**src/rtl/mul_div_unit_pkg.sv**
```systemverilog
// Shared ISA definitions: R-type funct encodings for the HI/LO unit and the ALU.
package mul_div_unit_pkg;

    localparam logic [5:0] F_MULT  = 6'b011000;
    localparam logic [5:0] F_MULTU = 6'b011001;
    localparam logic [5:0] F_DIV   = 6'b011010;
    localparam logic [5:0] F_DIVU  = 6'b011011;
    localparam logic [5:0] F_MTHI  = 6'b010001;
    localparam logic [5:0] F_MTLO  = 6'b010011;

    typedef enum logic [5:0] {
        ALU_SLL  = 6'b000000,
        ALU_SRL  = 6'b000010,
        ALU_SRA  = 6'b000011,
        ALU_ADD  = 6'b100000,
        ALU_ADDU = 6'b100001,
        ALU_SUB  = 6'b100010,
        ALU_SUBU = 6'b100011,
        ALU_AND  = 6'b100100,
        ALU_OR   = 6'b100101,
        ALU_XOR  = 6'b100110,
        ALU_NOR  = 6'b100111,
        ALU_SLT  = 6'b101010,
        ALU_SLTU = 6'b101011
    } alu_funct_e;

    function automatic logic is_muldiv(input logic [5:0] f);
        return (f == F_MULT) || (f == F_MULTU) || (f == F_DIV) || (f == F_DIVU);
    endfunction

    function automatic logic is_signed_op(input logic [5:0] f);
        return (f == F_MULT) || (f == F_DIV);
    endfunction

    function automatic logic is_mul_op(input logic [5:0] f);
        return (f == F_MULT) || (f == F_MULTU);
    endfunction

endpackage

```
**src/rtl/mul_div_unit.sv**
```systemverilog
// Iterative HI/LO multiply/divide unit: 32 shift-add / restoring-subtract steps,
// one sign-fix cycle, sharing a single 64-bit accumulator for both datapaths.
module mul_div_unit #(
    parameter int WIDTH = 32
) (
    input  logic             clk,
    input  logic             rstN,
    input  logic             start,
    input  logic [5:0]       funct,
    input  logic [WIDTH-1:0] opA,
    input  logic [WIDTH-1:0] opB,
    input  logic             cancel,
    output logic             busy,
    output logic             done,
    output logic [WIDTH-1:0] hi,
    output logic [WIDTH-1:0] lo
);
    import mul_div_unit_pkg::*;

    localparam int CW = $clog2(WIDTH);

    typedef enum logic [1:0] {S_IDLE, S_RUN, S_FIX} state_e;

    state_e               state_q, state_d;
    logic [5:0]           op_q;
    logic [WIDTH-1:0]     a_q, b_q, hi_q, lo_q;
    logic [2*WIDTH-1:0]   acc_q, acc_step, prod;
    logic                 sa_q, sb_q, done_q;
    logic [CW-1:0]        cnt_q;

    logic                 idle_req, accept, mt_write, req_signed;
    logic [WIDTH-1:0]     a_mag, b_mag, quot, rem, res_hi, res_lo;
    logic [WIDTH:0]       mul_sum, div_trial;

    // cancel outranks any request arriving in IDLE, including MTHI/MTLO
    assign idle_req   = (state_q == S_IDLE) && start && !cancel;
    assign accept     = idle_req && is_muldiv(funct);
    assign mt_write   = idle_req && ((funct == F_MTHI) || (funct == F_MTLO));
    assign req_signed = is_signed_op(funct);
    assign a_mag      = (req_signed && opA[WIDTH-1]) ? -opA : opA;
    assign b_mag      = (req_signed && opB[WIDTH-1]) ? -opB : opB;

    always_ff @(posedge clk or negedge rstN) begin
        if (!rstN) state_q <= S_IDLE;
        else       state_q <= state_d;
    end

    always_comb begin
        state_d = state_q;
        case (state_q)
            S_IDLE:  if (accept) state_d = S_RUN;
            S_RUN:   if (cancel) state_d = S_IDLE;
                     else if (cnt_q == CW'(WIDTH-1)) state_d = S_FIX;
            S_FIX:   state_d = S_IDLE;
            default: state_d = S_IDLE;
        endcase
    end

    always_comb begin
        busy = (state_q != S_IDLE);
        done = done_q;
        hi   = hi_q;
        lo   = lo_q;
    end

    always_comb begin
        mul_sum   = {1'b0, acc_q[2*WIDTH-1:WIDTH]} + {1'b0, b_q};
        div_trial = acc_q[2*WIDTH-1:WIDTH-1] - {1'b0, b_q};
        if (is_mul_op(op_q))
            acc_step = acc_q[0] ? {mul_sum, acc_q[WIDTH-1:1]} : {1'b0, acc_q[2*WIDTH-1:1]};
        else // restoring step: borrow out means keep the shifted remainder, quotient bit 0
            acc_step = div_trial[WIDTH] ? {acc_q[2*WIDTH-2:0], 1'b0}
                                        : {div_trial[WIDTH-1:0], acc_q[WIDTH-2:0], 1'b1};
        prod = (sa_q ^ sb_q) ? -acc_q : acc_q;
        quot = (sa_q ^ sb_q) ? -acc_q[WIDTH-1:0] : acc_q[WIDTH-1:0];
        rem  = sa_q ? -acc_q[2*WIDTH-1:WIDTH] : acc_q[2*WIDTH-1:WIDTH];
        if (is_mul_op(op_q)) begin
            res_hi = prod[2*WIDTH-1:WIDTH];
            res_lo = prod[WIDTH-1:0];
        end else if (b_q == '0) begin
            res_hi = a_q;
            res_lo = '1;
        end else begin
            res_hi = rem;
            res_lo = quot;
        end
    end

    always_ff @(posedge clk or negedge rstN) begin
        if (!rstN) begin
            op_q   <= '0;
            a_q    <= '0;
            b_q    <= '0;
            sa_q   <= 1'b0;
            sb_q   <= 1'b0;
            acc_q  <= '0;
            cnt_q  <= '0;
            hi_q   <= '0;
            lo_q   <= '0;
            done_q <= 1'b0;
        end else begin
            done_q <= 1'b0;
            case (state_q)
                S_IDLE: begin
                    if (accept) begin
                        op_q  <= funct;
                        a_q   <= opA;
                        b_q   <= b_mag;
                        sa_q  <= req_signed & opA[WIDTH-1];
                        sb_q  <= req_signed & opB[WIDTH-1];
                        acc_q <= {{WIDTH{1'b0}}, a_mag};
                        cnt_q <= '0;
                    end else if (mt_write) begin
                        if (funct == F_MTHI) hi_q <= opA;
                        else                 lo_q <= opA;
                    end
                end
                S_RUN: if (!cancel) begin
                    acc_q <= acc_step;
                    cnt_q <= cnt_q + 1'b1;
                end
                S_FIX: if (!cancel) begin
                    hi_q   <= res_hi;
                    lo_q   <= res_lo;
                    done_q <= 1'b1;
                end
                default: ;
            endcase
        end
    end

endmodule
```
**config.mk**
```make
export PLATFORM = sky130hd
export DESIGN_NAME = mul_div_unit
export DESIGN_NICKNAME = d
export VERILOG_FILES = /design/src/rtl/mul_div_unit_pkg.sv /design/src/rtl/mul_div_unit.sv
export SDC_FILE = /design/constraint.sdc
export NUM_CORES = 1
export LEC_CHECK = 0
export ABC_AREA = 1
export CAP_MARGIN = 20
export CORE_UTILIZATION = 60
export CTS_CLUSTER_DIAMETER = 40
export DETAILED_ROUTE_END_ITERATION = 7
export PLACE_DENSITY = 0.88
export SETUP_SLACK_MARGIN = 0.05
export SLEW_MARGIN = 40
export SYNTH_ARGS = -nofsm -noshare
export SYNTH_HDL_FRONTEND = slang
export SYNTH_SLANG_ARGS = --single-unit
```
**constraint.sdc**
```tcl
create_clock -name clk -period 7.4 [get_ports clk]
set_clock_uncertainty 0.2 [all_clocks]
set_input_delay 0.74 -clock clk [delete_from_list [all_inputs] [get_ports clk]]
set_output_delay 0.74 -clock clk [all_outputs]
set_load 0.1 [all_outputs]
```
# [After elaboration in Yosys (flattened, before gate mapping)]
# Cells that the tools add are included.
[op_classes] n_addsub=8 n_reduce_logical=23 n_eq_ne=19 n_bitwise=3 mux=34
[op_table] cell="two-way mux 32 bit" n=16
[op_table] cell="two-way mux 64 bit" n=6
[op_table] cell="negator 32 bit" n=4
[op_table] cell="case mux 32 bit (2 select lines)" n=2
[op_table] cell="case mux 64 bit (2 select lines)" n=1
[op_table] cell="negator 64 bit" n=1
[op_table] cell="equality test 6 x 5 -> 1 bit (second input constant)" n=8
[op_table] cell="adder 32 x 32 -> 33 bit" n=1
[op_table] cell="subtractor 33 x 32 -> 33 bit" n=1
[op_table] cell="logical NOT 32 bit" n=1
[op_table] cell="!= test 2 bit (second input constant)" n=6
[op_table] cell="two-way mux 5 bit" n=2
[op_table] cell="case mux 5 bit (2 select lines)" n=1
[op_table] cell="AND reduction 5 bit" n=2
[op_table] cell="logical AND 1 bit" n=6
[op_table] cell="logical OR 1 bit" n=6
[op_table] cell="two-way mux 2 bit" n=3
[op_table] cell="nonzero test 2 bit" n=3
[op_table] cell="adder 5 x 1 -> 5 bit (second input constant)" n=1
[op_table] cell="equality test 5 bit (second input constant)" n=1
[op_table] cell="case mux 2 bit (2 select lines)" n=1
[op_table] cell="AND reduction 2 bit" n=2
[op_table] cell="!= test 3 bit (second input constant)" n=1
[op_table] cell="AND reduction 3 bit" n=1
[op_table] cell="8 further kinds" n=10
[word_totals] input_bits=74 wordCells=98 output_inout_bits=66 register_bits=208

# [Logic depth before layout (Yosys ltp)]
[depth] ltp_word=7 mapped_depth=20

# [Worst setup path before layout]
# No wires, ideal clock.
[synth_timing] path_kind="register to register" startpoint="register acc_q[31]" endpoint="register acc_q[45]" path_slack_ns=4.817 required_time_ns=7.083 stages_incl_launch_ff=20 setup_ns=0.117 arrival_ns=2.266 path_cell_list="dfrtp_1 inv_1 ha_1 fa_1 inv_1 nand2_1 nand2_1 nand3_1 nand2_1 nand2_1 nand2_1 nand2_2 nand3_1 nand2_2 buf_6 buf_6 nand2_1 nand3_1 nand2_1 nand2_1"
[synth_via] elab_chain_len=5
[synth_rtl] item="from (decl)" line_no="mul_div_unit.sv:27" text="logic [2*WIDTH-1:0] acc_q, acc_step, prod;"
[synth_rtl] item="from (signal assigned)" line_no="mul_div_unit.sv:111" text="acc_q <= {{WIDTH{1'b0}}, a_mag};"
[synth_rtl] item="from (signal assigned)" line_no="mul_div_unit.sv:119" text="acc_q <= acc_step;"
[synth_rtl] item="subtractor 33 x 32 -> 33 bit" line_no="mul_div_unit.sv:68" text="div_trial = acc_q[2*WIDTH-1:WIDTH-1] - {1'b0, b_q};"
[synth_rtl] item="two-way mux 64 bit" line_no="mul_div_unit.sv:72" text="acc_step = div_trial[WIDTH] ? {acc_q[2*WIDTH-2:0], 1'b0}"
[synth_rtl] item="two-way mux 64 bit" line_no="mul_div_unit.sv:69" text="if (is_mul_op(op_q))"
[synth_rtl] item="two-way mux 64 bit" line_no="mul_div_unit.sv:118" text="S_RUN: if (!cancel) begin"
[synth_rtl] item="case mux 64 bit (2 select lines)" line_no="mul_div_unit.sv:103" text="case (state_q)"
# No other way between the ends. The select of a mux whose other input is x is not followed.
# A chain may end at the register's enable or synchronous reset.

# [Worst setup path in the final report]
[layout_timing] startpoint="register sa_q" endpoint="register lo_q[28], in the netlist lo[28]"
[layout_via] elab_chain_len=6 word_cells_on_any_way=7 classes_between="mux: 6; bitwise: 1"
[layout_rtl] item="from (decl)" line_no="mul_div_unit.sv:28" text="logic sa_q, sb_q, done_q;"
[layout_rtl] item="from (signal assigned)" line_no="mul_div_unit.sv:109" text="sa_q <= req_signed & opA[WIDTH-1];"
[layout_rtl] item="XOR 1 bit *" line_no="mul_div_unit.sv:74, mul_div_unit.sv:75"
[layout_rtl] item="two-way mux 32 bit" line_no="mul_div_unit.sv:75" text="quot = (sa_q ^ sb_q) ? -acc_q[WIDTH-1:0] : acc_q[WIDTH-1:0];"
[layout_rtl] item="two-way mux 32 bit" line_no="mul_div_unit.sv:80" text="end else if (b_q == '0) begin"
[layout_rtl] item="two-way mux 32 bit *" line_no="mul_div_unit.sv:77" text="if (is_mul_op(op_q)) begin"
[layout_rtl] item="two-way mux 32 bit *" line_no="mul_div_unit.sv:122" text="S_FIX: if (!cancel) begin"
[layout_rtl] item="case mux 32 bit (2 select lines) *" line_no="mul_div_unit.sv:103"
[layout_rtl] item="to (signal assigned)" line_no="mul_div_unit.sv:115" text="else lo_q <= opA;"
[layout_rtl] item="to (signal assigned)" line_no="mul_div_unit.sv:124" text="lo_q <= res_lo;"
[layout_rtl] item="to (decl)" line_no="mul_div_unit.sv:26" text="logic [WIDTH-1:0] a_q, b_q, hi_q, lo_q;"
# Every way passes the cells marked *; elsewhere a longest branch is shown, timed or not. The select of a mux whose other input is x is not followed.

==> flow_metrics.tcl <==
set metrics [dict create \
    antenna_found_initial 3 \
    powerDensity_nw_per_um2 270 \
    synth_edf_count 0 \
    yosysMostFrequentCell "nand2_1" \
    worstSkewPairLatency_ns 0.55 \
    h-tree-depth 2 \
    layout-drive-gt1-share_pct 5.48 \
    worst_hold_slack_ns -0.0554 \
    finalSetupTns_ns 0 \
    cts_tree "done" \
    min_path_type "in2async" \
    syn-num-nets 3586 \
    port_buffers 139 \
    place.gp.congestion 1.11 \
    async_reset_ff_share_pct 100 \
    clock_path_buffers 3 \
    dieArea_sq_um 33800 \
    grt_max_degree 117 \
    cts_buffers 38 \
    grt_pass1_vias 21900 \
    drv_cap 0 \
    cp.arrival_ns 3.87 \
    avgSynthCellArea_sq_um 5.77 \
    synth_commonest_cells "nand2_1 (1161), nor2_1 (517), inv_1 (397)" \
    ir_drop_v 0.000258 \
    netlist_area_sq_um 19800 \
    totalPowerFinal_w 0.00607 \
    cts_resized 0 \
    routed_via_density 6.08 \
    cp-start-kind "register" \
    antenna_cells 0 \
    core_area_sq_um 32500 \
    setup_viol 0 \
    synth-seq-area-share_pct 26.1 \
    post_drt_wl_per_cell_microns 20.3 \
    cts_setup_buffers 0 \
    cts_hold_buffers 0 \
    rrSetupSlack_ns 3.71 \
    grt_pass1_wl_microns 123000 \
    detailed_place_hpwl_microns 61400 \
    fin_crit_sh_pct 49.8 \
    synth_area_leader_cell "dfrtp_1" \
    ios 140 \
    final_antenna_net_count 0 \
    final_nets 3657 \
    slew-limit-headroom_pct 39.2 \
    tightest_slew_ns 0.908 \
    r2r-start "sa_q" \
    cts_sinks 207 \
    rows 66 \
    worst_ep_required_time_ns 7.58 \
    report.final.slew_viol_count 0 \
    die_w_microns 184 \
    r2r-end "lo[28]" \
    synth_top_area_share_pct 26.1 \
    yosys_warnings 0 \
    synth_area_leaders "dfrtp_1 (26%), nand2_1 (22%), nor2_1 (9.8%), inv_1 (7.5%), nand3_1 (6.1%)" \
    grt_usage_pct 47.6 \
    rsz0062_at_grt "no" \
    drt-initial-drc-count 3668 \
    remaining_drc_errors 0 \
    first_pass_iters 8 \
    clkSlewWorstSetupHoldPaths_ns 0.06 \
    violations "negative hold slack" \
    synth_cells 3440 \
    area_growth_pct 13.3 \
    rr_worst_depth 11 \
    crit_type "reg2reg" \
    ys_ff_latch 207 \
    status "finished, violations left" \
    cellLeakagePower_nw 12.0 \
    route.vias.total 24200 \
    start_util_pct 61.0 \
    period_needed_ns 3.69 \
    synth_cell_types 44 \
    totalWireLength_microns 80700 \
    end_kind "register" \
    ys_dominant_reg_cell "dfrtp_1" \
    die_y_microns 184 \
    root_buffer "clkbuf_16" \
    final_hold_viol_count 18 \
    grt-ovfl-total 0 \
    clock.fmax_mhz 271 \
    worstPathMaxFanout 37 \
]
-- power by group --
part	switching [W]	total, W	leakage, nW	internal, W
Sequential	0.000294	0.00164	2.59	0.00135
Combinational	0.00187	0.00253	8.73	0.000663
Clock	0.000686	0.00190	0.656	0.00121
Total	0.00285	0.00607	12.0	0.00322
-- layer usage --
metal,GRT usage (%),up-vias,part of all wire [%]
li1,-,11100,-
met1,65.4,11000,39
met2,65.6,1857,39
met3,19.7,300,17
met4,18.4,6,4.3
met5,0,-,0.061
-- cell families (layout without fill, tap and decap cells) --
kind of cell             after synthesis  count (layout)  synth area share (%)
AO/OA/AOI/OAI                        506             506                  13.4
AND/OR/NAND/NOR                     2039            2039                  41.7
XOR/XNOR                              82              82                  3.62
flip-flops                           207             207                  26.1
buffers and inverters                534             633                  10.5
adder cells (fa/ha/maj)               72              72                  4.62
-- worst max-delay path, stage by stage, from the launching register on --
cell     delay [ns]
dfrtp_2        0.76
inv_2          0.25
nand2_1        0.11
nand2_1        0.05
buf_4          0.23
inv_2          0.42
buf_4          0.50
nand2_1        0.28
nand2_1        0.11
nand3_1        0.14
a21oi_1        0.29
o21ai_0        0.15
-- state kept, by name, summed over array words and instances (netlist names) --
signal and cells:
acc_q 64, a_q 32, b_q 32, hi 32, lo 32, cnt_q 5
op_q 5, state_q 2, done 1, sa_q 1, sb_q 1
-- worst max-delay path by stage --
stage / endpoint / slack, ns / startpoint / cells after the start
CTS: acc_q[52] / 3.98 / acc_q[32] / 17
detailed placement: acc_q[28] / 3.61 / cancel / 9
global placement: lo[28] / 3.63 / sa_q / 11
finish: lo[28] / 3.71 / sa_q / 11
global route: acc_q[50] / 3.62 / acc_q[32] / 17
floorplan: acc_q[45] / 4.82 / acc_q[31] / 19
-- layout make-up --
cell class                      count  area, sq um
Timing Repair Buffer              158         1240
Tap cell                          442          553
Clock inverter                     26          399
Multi-Input combinational cell   2699        12600
Fill cell                        3043        10100
Inverter                          407         1530
Sequential cell                   207         5180
Clock buffer                       42          966
-- stage by stage --
stage                     cell area [sq um]  setup slack [ns]  instances  utilization (%)
after floorplan                       19800              4.82       3440                -
after global placement                21400              3.63       3912             65.7
after detailed placement              21100              3.61       3912             64.8
after CTS                             22400              3.98       3980             69.0
after global routing                  22500              3.62       3981             69.1
final                                 22500              3.71       3981             69.1
-- layout by cell type (no fill, tap or decap), drive strengths merged, types with 3 or more instances in the layout --
cell type and instances:
nand4 28, a21oi 231, o22ai 3, xnor2 24, a31oi 18, clkinv 11, clkinvlp 3, ha 70
xor2 58, nand3 243, buf 85, o21ai 218, dfrtp 207, inv 412, nand2 1168, or2 8
bufinv 7, clkdlybuf4s50 72, clkbuf 43, o211ai 12, nor3 32, nor2 525, o21bai 9, nor4 4
a21o 3, and2 6, nand3b 23
Power figures use the tool's default switching activity.
